--- src/rtl/bm_mult_accumulate_pkg.sv ---
// Shared constants and FSM state type for the multiplier product accumulator.
// Widths of the product stream derive from the operand width BITS.
package bm_mult_accumulate_pkg;

    localparam int unsigned BITS = 8;
    localparam int unsigned B2TS = 2 * BITS;

    typedef enum logic [1:0] {
        IDLE = 2'd0,
        ACC  = 2'd1,
        HOLD = 2'd2
    } state_t;

endpackage

--- src/rtl/bm_acc_adder.sv ---
// Combinational accumulator adder: ACC_W add of a zero-extended product with carry-out.
// With SATURATE_EN defined the sum clamps to all-ones on carry-out; otherwise it wraps.
module bm_acc_adder
    import bm_mult_accumulate_pkg::*;
#(
    parameter int unsigned IN_W  = B2TS,
    parameter int unsigned ACC_W = 24
) (
    input  logic [ACC_W-1:0] acc_i,
    input  logic [IN_W-1:0]  prod_i,
    output logic [ACC_W-1:0] sum_o,
    output logic             carry_o
);

    logic [ACC_W:0] full;

    assign full    = {1'b0, acc_i} + {{(ACC_W + 1 - IN_W){1'b0}}, prod_i};
    assign carry_o = full[ACC_W];

`ifdef SATURATE_EN
    assign sum_o = carry_o ? '1 : full[ACC_W-1:0];
`else
    assign sum_o = full[ACC_W-1:0];
`endif

endmodule

--- src/rtl/bm_mult_accumulate.sv ---
// Block accumulator for the product stream: sums blk_len products, presents the sum on valid/ready.
// Overflow handling (wrap or clamp) selected by the SATURATE_EN macro inside bm_acc_adder.
module bm_mult_accumulate
    import bm_mult_accumulate_pkg::*;
#(
    parameter int unsigned IN_W  = B2TS,
    parameter int unsigned ACC_W = 24,
    parameter int unsigned CNT_W = 4
) (
    input  logic             clock,
    input  logic             reset_n,
    input  logic             clear,
    input  logic [CNT_W-1:0] blk_len,
    input  logic [IN_W-1:0]  prod_in,
    input  logic             prod_valid,
    output logic             prod_ready,
    output logic [ACC_W-1:0] sum_out,
    output logic             sum_valid,
    input  logic             sum_ready,
    output logic             ovf
);

    state_t           state_q, state_d;
    logic [ACC_W-1:0] acc_q, acc_d;
    logic [CNT_W-1:0] cnt_q, cnt_d;
    logic [CNT_W-1:0] len_q, len_d;
    logic [ACC_W-1:0] sum_q, sum_d;
    logic             ovf_q, ovf_d;

    logic             in_xfer;
    logic             out_xfer;
    logic [ACC_W-1:0] add_sum;
    logic             add_carry;
    logic [ACC_W-1:0] prod_ext;
    logic [CNT_W-1:0] len_eff;
    logic [CNT_W-1:0] cnt_inc;

    bm_acc_adder #(
        .IN_W  (IN_W),
        .ACC_W (ACC_W)
    ) u_adder (
        .acc_i   (acc_q),
        .prod_i  (prod_in),
        .sum_o   (add_sum),
        .carry_o (add_carry)
    );

    assign prod_ready = (state_q != HOLD);
    assign sum_valid  = (state_q == HOLD);
    assign sum_out    = sum_q;
    assign ovf        = ovf_q;

    assign in_xfer  = prod_valid & prod_ready;
    assign out_xfer = sum_valid & sum_ready;
    assign prod_ext = {{(ACC_W - IN_W){1'b0}}, prod_in};
    assign len_eff  = (blk_len == '0) ? CNT_W'(1) : blk_len;
    assign cnt_inc  = cnt_q + CNT_W'(1);

    always_comb begin
        state_d = state_q;
        acc_d   = acc_q;
        cnt_d   = cnt_q;
        len_d   = len_q;
        sum_d   = sum_q;
        ovf_d   = ovf_q;
        unique case (state_q)
            IDLE: begin
                if (in_xfer) begin
                    // First product loads directly; it cannot overflow since ACC_W > IN_W.
                    len_d = len_eff;
                    acc_d = prod_ext;
                    cnt_d = CNT_W'(1);
                    ovf_d = 1'b0;
                    if (len_eff == CNT_W'(1)) begin
                        state_d = HOLD;
                        sum_d   = prod_ext;
                    end else begin
                        state_d = ACC;
                    end
                end
            end
            ACC: begin
                if (in_xfer) begin
                    acc_d = add_sum;
                    cnt_d = cnt_inc;
                    ovf_d = ovf_q | add_carry;
                    if (cnt_inc == len_q) begin
                        state_d = HOLD;
                        sum_d   = add_sum;
                    end
                end
            end
            HOLD: begin
                if (out_xfer) begin
                    state_d = IDLE;
                end
            end
            default: begin
                state_d = IDLE;
            end
        endcase
    end

    always_ff @(posedge clock) begin
        if (!reset_n || clear) begin
            state_q <= IDLE;
            acc_q   <= '0;
            cnt_q   <= '0;
            len_q   <= '0;
            sum_q   <= '0;
            ovf_q   <= 1'b0;
        end else begin
            state_q <= state_d;
            acc_q   <= acc_d;
            cnt_q   <= cnt_d;
            len_q   <= len_d;
            sum_q   <= sum_d;
            ovf_q   <= ovf_d;
        end
    end

endmodule
--- config.mk ---
export PLATFORM = sky130hd
export DESIGN_NAME = bm_mult_accumulate
export DESIGN_NICKNAME = d
export VERILOG_FILES = /design/src/rtl/bm_mult_accumulate_pkg.sv /design/src/rtl/bm_acc_adder.sv /design/src/rtl/bm_mult_accumulate.sv
export SDC_FILE = /design/constraint.sdc
export NUM_CORES = 1
export LEC_CHECK = 0
export CORE_ASPECT_RATIO = 0.8
export CORE_UTILIZATION = 41
export CTS_CLUSTER_SIZE = 28
export DETAILED_ROUTE_END_ITERATION = 10
export DONT_BUFFER_PORTS = 1
export HOLD_SLACK_MARGIN = 0.08
export PLACE_DENSITY_LB_ADDON = 0.2
export SLEW_MARGIN = 10
export SYNTH_ARGS = -nofsm -noshare
export SYNTH_HDL_FRONTEND = slang
export SYNTH_SLANG_ARGS = --single-unit
--- constraint.sdc ---
create_clock -name clock -period 3.3 [get_ports clock]
set_input_delay 0.99 -clock clock [delete_from_list [all_inputs] [get_ports clock]]
set_output_delay 0.99 -clock clock [all_outputs]
set_load 0.1 [all_outputs]
==> flow_metrics.py, run 1 <==
metrics = {
    "status": {
        "outcome": "finished clean",
    },
    "floorplan": {
        "die_area_um2": 8670,
        "num_rows": 29,
        "core_area_um2": 7980,
        "chipWidth_um": 104,
        "io_pins": 52,
        "die-height_um": 83.5,
        "start_util_pct": 42.6,
    },
    "drt": {
        "wl_per_cell_um": 16.5,
        "viasPerCell": 5.74,
        "drc": 0,
        "wl_mm": 8.57,
        "drtPass1Iterations": 6,
        "postRouteAntennaNets": 0,
        "drt_iter0_markers": 172,
        "vias": 2971,
    },
    "logic_synthesis": {
        "ys_ff_latch": 59,
        "yosys.area_share.simple_pct": 20.9,
        "post_synth_mux_area_share_pct": 2.35,
        "synth-xor-area-share_pct": 4.38,
        "yosys_warnings": 0,
        "syn-num-nets": 453,
        "synthCells": 410,
        "syn-cell-area_um2": 3400,
        "ys_seq_area_share_pct": 34.7,
        "synth-adder-area-share_pct": 6.84,
        "synth_top_area_share_pct": 34.7,
        "synth_edf_count": 0,
        "synth_compound_area_share_pct": 26.6,
        "synthTopCellsByArea": "dfxtp_1 35%, a21oi_1 7.1%, ha_1 6.3%",
        "synth_top_family_by_area": "compound AO/OA/AOI/OAI gates",
        "yosysTopAreaCell": "dfxtp_1",
        "synth_flop_cell": "dfxtp_1",
        "async_reset_ff_share_pct": 0,
        "avgSynthCellArea_um2": 8.30,
        "synth_cell_types": 60,
    },
    "hold_path": {
        "whs_path_depth": 2,
        "hp-class": "reg -> reg",
        "min_from": "cnt_q[1]",
        "holdPathEnd": "cnt_q[1]",
    },
    "worst_setup_path": {
        "worst_setup_path_start_kind": "input port",
        "r2r-start": "acc_q[0]",
        "crit_type": "in -> reg",
        "cpPeakStageDelay_ns": 0.47,
        "cp_max_fo": 5,
        "slowest_stage": "or4b_1",
        "cp_num_buf_inv": 1,
        "crit_chain": "ha_1 > inv_1 > fa_1 > and2b_1 > o2111a_1 > o21ai_2 > o211ai_2 > nand2_2 > or4b_1 > a31oi_1",
        "reg2reg_slack_ns": 0.72,
        "crit_cells": 10,
        "cpLargestDelayFamily": "simple AND/OR/NAND/NOR gates",
        "endpoint_kind": "flip-flop",
        "worst_ep_arrival_time_ns": 3.16,
        "crit_required_ns": 3.56,
        "worstReg2RegEnd": "acc_q[22]",
        "reg2reg_depth": 10,
    },
    "place": {
        "postPlaceCellArea_um2": 3510,
        "dpl.hpwl_mm": 6.07,
        "io_buffers": 0,
        "gp_congestion": 0.845,
    },
    "finish": {
        "nets": 450,
        "area_growth_pct": 9.12,
        "num-fill-cells": 812,
        "drive_gt1_share_pct": 10.2,
        "final_area_um2": 3710,
        "num_antenna_cells": 0,
    },
    "clock_tree": {
        "clkTransAtPathRegs_ns": 0.06,
        "cts-buffers-inserted": 9,
        "clock_latency_ns": 0.34,
        "htreeDepth": 3,
        "clock_path_buffers": 2,
        "cts_sinks": 59,
        "cts-root-buf": "clkbuf_8",
        "post_cts_buffers": 0,
        "hold_buffers": 0,
        "post_cts_resized": 0,
        "cts_tree": "built",
    },
    "timing": {
        "holdWs_ns": 0.480,
        "setup_viol": 0,
        "slew_headroom_pct": 32.0,
        "setup_tns_ns": 0,
        "drv_slew": 0,
        "fmax_mhz": 345,
        "fin_skew_ns": 0.0116,
        "hold_violations": 0,
        "worstMarginPinSlew_ns": 1.02,
        "rsz0062_at_grt": "false",
        "finalCritPeriodShare_pct": 87.7,
        "period_needed_ns": 2.90,
    },
    "pwr": {
        "powerDensity_nw_per_um2": 454,
        "p_leak_nw": 1.35,
        "ir_worst_vdd_v": 0.000227,
        "power.total_mw": 1.68,
    },
    "grt": {
        "grt_use_met1_pct": 29.1,
        "grt_pass1_vias": 2958,
        "grt_start_max_net_pins": 34,
        "antenna_found_initial": 0,
        "met2_usage_pct": 31.8,
        "grt_usage_pct": 21.2,
        "grt_pass1_wl_mm": 14.7,
        "use_met3_pct": 6.32,
        "top_usage_layer": "met2",
        "overflow": 0,
    },
    "run": {
        "maxCapViolCount": 0,
    },
}
==> cells in the mapped netlist, types with 2 or more instances <==
master and count:
a211oi_1 17, a21o_1 4, a21oi_1 48, a31oi_1 7, a32oi_1 5, and2_1 4
buf_2 8, buf_4 2, clkbuf_1 13, clkbuf_2 2, dfxtp_1 59, ha_1 17
inv_1 7, mux2i_1 8, nand2_1 26, nand2_2 2, nand2b_1 5, nand3_1 14
nand3b_1 2, nand4_1 7, nand4b_1 2, nor2_1 36, nor2_2 3, nor2b_1 8
nor3_1 9, nor3b_1 2, o211ai_1 2, o21ai_0 32, o21ai_1 4, o31a_1 2
o31ai_1 5, or3_1 3, or4_1 2, or4b_1 2, xnor2_1 6, xor2_1 11
==> tightest hold or removal path: cells and delay by family, from the launching register on <==
kind	cells	cell delay, ns
DFF	1	0.32
and+or+nand+nor	1	0.06
AOI/OAI and AO/OA	1	0.05
==> sequential cells by signal, summed over array words and instances (netlist names) <==
signal,count
state_q,2
len_q,4
sum_out,24
cnt_q,4
acc_q,24
ovf,1
==> cell families (layout without fill, tap and decap cells) <==
| kind of cell | count (synthesis) | count (layout) |
|---|---|---|
| buffers and inverters | 33 | 33 |
| xor gates and xnor gates | 17 | 17 |
| adders and majority gates | 18 | 18 |
| and+or+nand+nor | 134 | 134 |
| muxes | 8 | 8 |
| AOI/OAI and AO/OA | 141 | 141 |
| DFF | 59 | 59 |
==> how the worst max path moves through the flow <==
stage,endpoint,slack [ns],startpoint
4_1_cts,acc_q[22],0.42,prod_in[0]
3_3_place_gp,acc_q[22],0.13,prod_in[0]
6_report,acc_q[22],0.40,prod_in[0]
2_1_floorplan,sum_valid,0.24,state_q[0]
3_5_place_dp,acc_q[22],0.09,prod_in[0]
5_1_grt,acc_q[22],0.23,prod_in[0]
==> area by class of cell <==
| cell class | count | area, um^2 | share of cell area [%] |
|---|---|---|---|
| Timing Repair Buffer | 12 | 90.1 | 2.43 |
| Multi-Input combinational cell | 318 | 2080 | 56.0 |
| Sequential cell | 59 | 1180 | 31.8 |
| Clock inverter | 2 | 35.0 | 0.944 |
| Clock buffer | 12 | 165 | 4.45 |
| Tap cell | 108 | 135 | 3.64 |
| Inverter | 7 | 26.3 | 0.708 |
==> layout by cell type (no fill, tap or decap), drive strengths merged, types with 3 or more instances in the layout <==
master / count
nor2b: 8
o21ai: 37
nand4: 7
a21oi: 49
dfxtp: 59
a32oi: 5
or3: 3
nand2: 28
a211oi: 18
nor2: 39
xor2: 11
nand2b: 5
and2: 4
inv: 7
buf: 12
o211ai: 4
mux2i: 8
nor3: 9
o31ai: 5
clkbuf: 12
xnor2: 6
a31oi: 7
ha: 17
nand3: 15
a21o: 4
==> through the flow <==
step                utilization, %  worst slack, ns  cells
CTS                           46.5            0.423    518
detailed placement            44.0           0.0862    504
floorplan                        -            0.241    410
global placement              44.0            0.125    504
finish                        46.5            0.404    518
global route                  46.5            0.233    518
==> per-layer routing <==
layer	share of wire, %	vias to the layer above	routed length, um
met3	6.3	11	537
met2	42	76	3560
met5	0	-	0
li1	-	1507	-
met4	1.7	0	145
met1	50	1377	4330
==> power breakdown <==
part | switching, mW | total, mW | internal (mW)
clock | 0.283 | 0.684 | 0.401
sequential | 0.0372 | 0.765 | 0.728
combinational | 0.150 | 0.235 | 0.0850
(Power assumes the default switching activity.)
==> inputs of run 2 (changes only) <==
==> constraint.sdc (replaced) <==
create_clock -name clock -period 3.3 [get_ports clock]
set_input_delay 0.495 -clock clock [delete_from_list [all_inputs] [get_ports clock]]
set_output_delay 0.495 -clock clock [all_outputs]
set_load 0.1 [all_outputs]
==> run 2 against run 1 <==
Largest power group unchanged. Core utilization down 0.69 points. Largest cell class unchanged. Clock-buffer cell count unchanged. Critical endpoint unchanged. Register-to-register slack worse by 0.03 ns.
==> flow_metrics.py, run 2 (synthesis results as in run 1) <==
metrics = {
    "drt": {
        "drc": 0,
        "wl_mm": 8.16,
        "drt_iter0_markers": 165,
        "postRouteAntennaNets": 0,
        "top_layer_used": "met4",
        "drtPass1Iterations": 4,
        "wl_met3_um": 495,
        "viasPerCell": 5.71,
        "wl_per_cell_um": 15.8,
        "vias": 2952,
        "wl_met2_mm": 3.54,
        "met1_length_mm": 4.08,
    },
    "worst_setup_path": {
        "crit_required_ns": 3.56,
        "endpoint_kind": "flip-flop",
        "reg2reg_depth": 10,
        "crit_type": "reg -> reg",
        "cp_max_fo": 5,
        "worst_ep_arrival_time_ns": 2.87,
        "cpPeakStageDelay_ns": 0.48,
        "slowest_stage": "or4b_1",
        "worst_setup_path_start_kind": "flip-flop",
        "crit_chain": "ha_1 > inv_1 > fa_1 > and2b_1 > o2111a_1 > o21ai_2 > o211ai_2 > nand2_2 > or4b_1 > a31oi_1",
    },
    "pwr": {
        "ir_worst_vdd_v": 0.000244,
        "p_leak_nw": 1.33,
        "powerDensity_nw_per_um2": 426,
    },
    "finish": {
        "area_growth_pct": 7.50,
        "mostFrequentLayoutCells": "59 x dfxtp_1, 48 x a21oi_1, 36 x nor2_1",
        "mostFrequentLayoutCell": "dfxtp_1",
        "num_antenna_cells": 0,
        "seq_area_um2": 1180,
        "nets": 448,
        "multi_input_area_um2": 2080,
        "drive_gt1_share_pct": 9.54,
        "num-fill-cells": 825,
    },
    "timing": {
        "setup_tns_ns": 0,
        "worstMarginPinSlew_ns": 1.01,
        "rsz0062_at_grt": "false",
        "slew_headroom_pct": 32.9,
        "fin_skew_ns": 0.00661,
        "setup_viol": 0,
        "period_needed_ns": 2.61,
        "finalCritPeriodShare_pct": 79.0,
        "setup_slack_ns": 0.693,
        "hold_violations": 0,
        "fmax_mhz": 384,
        "drv_slew": 0,
    },
    "grt": {
        "grt_pass1_wl_mm": 13.9,
        "antenna_found_initial": 0,
        "grt_pass1_vias": 2828,
        "overflow": 0,
        "grt_usage_pct": 20.2,
        "grt_start_max_net_pins": 34,
    },
    "clock_tree": {
        "clock_latency_ns": 0.33,
        "clock_path_buffers": 2,
        "htreeDepth": 3,
        "cts_sinks": 59,
        "post_cts_buffers": 0,
        "clkTransAtPathRegs_ns": 0.07,
        "cts-buffers-inserted": 9,
        "cts_tree": "built",
        "cts-root-buf": "clkbuf_8",
        "hold_buffers": 0,
        "post_cts_resized": 0,
    },
    "floorplan": {
        "io_pins": 52,
        "num_rows": 29,
        "die-height_um": 83.5,
        "core_area_um2": 7980,
        "die_area_um2": 8670,
        "start_util_pct": 42.6,
        "chipWidth_um": 104,
    },
    "place": {
        "pre_cts_ws_ns": 0.535,
        "dpl.hpwl_mm": 5.85,
        "io_buffers": 0,
        "gp_congestion": 0.864,
    },
    "hold_path": {
        "whs_path_depth": 2,
        "hp-class": "in -> reg",
    },
    "status": {
        "outcome": "finished clean",
    },
    "run": {
        "maxCapViolCount": 0,
    },
}
run 2: where the power goes:
group | internal [mW] | leakage, nW | switching [mW]
clock | 0.285 | 0.0860 | 0.279
combinational | 0.0839 | 0.761 | 0.146
sequential | 0.728 | 0.478 | 0.0368
run 2: worst max-delay path: cells and delay by family (launching register included):
| family | cells | cell delay [ns] |
|---|---|---|
| buf+inv | 1 | 0.06 |
| fa+ha+maj | 2 | 0.54 |
| flops | 1 | 0.33 |
| compound gates | 4 | 0.78 |
| simple gates | 3 | 0.84 |
run 2: area by class of cell:
type	instances	area share [%]
Inverter	7	0.718
Clock inverter	3	0.411
Sequential cell	59	32.3
Tap cell	108	3.69
Timing Repair Buffer	10	2.05
Clock buffer	12	3.97
Multi-Input combinational cell	318	56.9
run 2: routing by layer:
metal,global-route usage [%],vias to the layer above
li1,-,1499
met1,26.6,1377
met2,31.3,71
met3,7.10,5
met4,5.45,0
met5,0,-
run 2: worst paths after layout:
kind              slack, ns  startpoint         to
hold / removal         0.30  blk_len[2]   len_q[2]
setup / recovery       0.69    acc_q[0]  acc_q[22]
hold reg to reg        0.48    cnt_q[1]   cnt_q[1]
setup reg to reg       0.69    acc_q[0]  acc_q[22]
run 2: per-stage QoR:
stage / hold slack [ns] / utilization [%] / total power [mW] / cells / instance area (um^2)
after global routing: 0.299 / 45.8 / 1.65 / 517 / 3660
after CTS: 0.280 / 45.8 / 1.58 / 517 / 3660
after detailed placement: 0.467 / 43.8 / 1.01 / 502 / 3500
after global placement: 0.463 / 43.8 / 1.01 / 502 / 3500
final: 0.298 / 45.8 / 1.56 / 517 / 3660
after floorplan: 0.449 / - / 0.961 / 410 / 3400
==> inputs of run 3 (changes only) <==
- ABC_AREA: not set -> 1
- clock period: 3.3 -> 2.25 ns (I/O delays scaled with it)
==> run 3 against run 2 <==
Setup slack worse by 0.50 ns. Design area grew 30%. Synthesized area is 20% higher. Highest routed layer unchanged.
==> flow_metrics.py, run 3 <==
metrics = {
    "timing": {
        "drv_slew": 0,
        "period_needed_ns": 2.05,
        "setup_viol": 0,
        "hold_violations": 0,
        "fmax_mhz": 487,
        "fin_skew_ns": 0.00593,
        "finalCritPeriodShare_pct": 91.3,
        "worstMarginPinSlew_ns": 0.661,
        "slew_headroom_pct": 55.7,
        "rsz0062_at_grt": "false",
    },
    "clock_tree": {
        "htreeDepth": 3,
        "hold_buffers": 0,
        "cts_tree": "built",
        "cts-root-buf": "clkbuf_16",
        "cts-buffers-inserted": 9,
        "cts_sinks": 59,
        "clock_latency_ns": 0.32,
        "clock_path_buffers": 2,
        "clkTransAtPathRegs_ns": 0.05,
    },
    "worst_setup_path": {
        "worst_ep_arrival_time_ns": 2.24,
        "cp-endpoint": "acc_q[16]",
        "worst_setup_path_start_kind": "flip-flop",
        "reg2reg_slack_ns": 0.20,
        "worstReg2RegEnd": "acc_q[16]",
        "crit_required_ns": 2.44,
        "slowest_stage": "fa_1",
        "crit_chain": "ha_2 > inv_1 > fa_1 > inv_2 > nand3_1 > nand2_1 > nand2_1 > nand2_1 > nand2_1 > nand2_1 > nand2_1 > nand3_1 > a21oi_1",
        "cpPeakStageDelay_ns": 0.40,
        "crit_start": "acc_q[0]",
        "path_common_cell": "nand2_1",
        "r2r-start": "acc_q[0]",
        "endpoint_kind": "flip-flop",
        "reg2reg_depth": 13,
        "crit_type": "reg -> reg",
        "cp_max_fo": 5,
    },
    "floorplan": {
        "chipWidth_um": 114,
        "die-height_um": 91.4,
        "core_area_um2": 9690,
        "start_util_pct": 42.3,
        "io_pins": 52,
        "num_rows": 32,
        "die_area_um2": 10400,
    },
    "grt": {
        "grt_start_max_net_pins": 43,
        "grt_usage_pct": 23.8,
        "grt_pass1_vias": 3936,
        "grt_pass1_wl_mm": 19.4,
        "antenna_found_initial": 0,
        "overflow": 0,
    },
    "finish": {
        "final_area_um2": 4740,
        "final_util_pct": 48.9,
        "area_growth_pct": 15.7,
        "num_antenna_cells": 0,
        "nets": 765,
        "mostFrequentLayoutCell": "nand2_1",
        "mostFrequentLayoutCells": "219 x nand2_1, 115 x inv_1, 85 x nor2_1",
        "drive_gt1_share_pct": 9.22,
        "num-fill-cells": 1070,
        "fin_cells": 863,
    },
    "logic_synthesis": {
        "syn-cell-area_um2": 4100,
        "synth_cell_types": 33,
        "synth_flop_cell": "dfxtp_1",
        "synthCells": 698,
        "syn-num-nets": 741,
        "yosysTopAreaCell": "dfxtp_1",
        "ys_ff_latch": 59,
        "synth_edf_count": 0,
        "avgSynthCellArea_um2": 5.87,
        "synthTopCellsByArea": "dfxtp_1 29%, nand2_1 20%, inv_1 11%",
        "ys_seq_area_share_pct": 28.8,
        "yosysMostFrequentCell": "nand2_1",
        "async_reset_ff_share_pct": 0,
        "yosys_warnings": 0,
        "synth_top_area_share_pct": 28.8,
        "ys_top_cells_by_count": "219 x nand2_1, 118 x inv_1, 87 x nor2_1",
    },
    "place": {
        "dp.cells": 847,
        "dpl.hpwl_mm": 8.97,
        "postPlaceCellArea_um2": 4450,
        "gp_congestion": 0.912,
        "io_buffers": 0,
    },
    "pwr": {
        "p_int_mw": 2.05,
        "powerDensity_nw_per_um2": 625,
        "switchingPower_mw": 0.913,
        "clkPwrFrac_pct": 42.8,
        "ir_worst_vdd_v": 0.000378,
        "p_sw_share_pct": 30.8,
        "p_leak_nw": 2.44,
        "p_comb_share_pct": 19.7,
        "pwr-share-seq_pct": 37.4,
    },
    "drt": {
        "postRouteAntennaNets": 0,
        "wl_mm": 11.7,
        "drtPass1Iterations": 5,
        "drc": 0,
        "drt_iter0_markers": 279,
        "vias": 4239,
        "wl_per_cell_um": 13.6,
        "viasPerCell": 4.91,
    },
    "status": {
        "outcome": "finished clean",
    },
    "hold_path": {
        "hp-class": "in -> reg",
    },
    "run": {
        "maxCapViolCount": 0,
    },
}
## run 3: cell count changes after synthesis, moves of 11 or more
cell	delta
a211oi_1	-16
nand2_1	+193
a21oi_1	-11
inv_1	+111
nand3_1	+42
nor2_1	+51
## run 3: critical path, delay by kind of cell, from the launching register on
| kind | cells | cell delay [ns] |
|---|---|---|
| AND/OR/NAND/NOR | 8 | 0.72 |
| adder cells (fa/ha/maj) | 2 | 0.63 |
| flip-flops | 1 | 0.33 |
| buffers and inverters | 2 | 0.16 |
| AO/OA/AOI/OAI | 1 | 0.07 |
## run 3: how the worst min path moves through the flow
stage               startpoint  endpoint  slack [ns]  cells after the start
global route        prod_valid  cnt_q[0]        0.13                      1
floorplan           prod_valid  cnt_q[0]        0.45                      1
global placement    prod_valid  cnt_q[0]        0.46                      1
detailed placement  prod_valid  cnt_q[0]        0.45                      1
CTS                 prod_valid  cnt_q[0]        0.11                      1
finish              prod_valid  cnt_q[0]        0.13                      1
## run 3: layer usage
layer / routed length, um / track usage [%]
met1: 5520 / 31.7
met2: 5160 / 37.9
met3: 914 / 6.01
met4: 96 / 6.49
met5: 0 / 0
## run 3: repair_timing
| action | 4_1_cts | 5_1_grt |
|---|---|---|
| setup buffers | 0 | 0 |
| resized for setup | 0 | 3 |
| setup endpoints to repair | 0 | 6 |
## run 3: stage by stage
stage	worst slack, ns	hold WS (ns)	total power [mW]	setup TNS [ns]
global route	0.0138	0.127	3.11	0
finish	0.196	0.131	2.96	0
detailed placement	0.168	0.453	1.71	0
CTS	0.159	0.114	2.99	0
global placement	0.178	0.457	1.70	0
floorplan	-0.183	0.445	1.58	-0.183
## run 3: cells by family after synthesis
family / after synthesis / share of synthesized area [%]
fa+ha+maj: 18 / 5.68
flops: 59 / 28.8
compound gates: 87 / 11.7
mux: 1 / 0.244
buf+inv: 142 / 13.7
simple gates: 386 / 38.8
xor+xnor: 5 / 1.07
## run 3: cell type report
class                      count  area, um^2  area share, %
multi-input combinational    497        2380           50.1
timing repair buffer          31         258           5.44
tap                          136         170           3.59
inverter                     124         469           9.90
sequential                    59        1180           25.0
clock inverter                 4        25.0          0.528
clock buffer                  12         256           5.41
## run 3: power groups by stage
stage | clock [mW] | combinational (mW) | sequential (mW)
floorplan | 0 | 0.367 | 1.21
global placement | 0 | 0.568 | 1.13
detailed placement | 0 | 0.576 | 1.13
CTS | 1.30 | 0.580 | 1.11
global route | 1.34 | 0.654 | 1.11
finish | 1.27 | 0.585 | 1.11
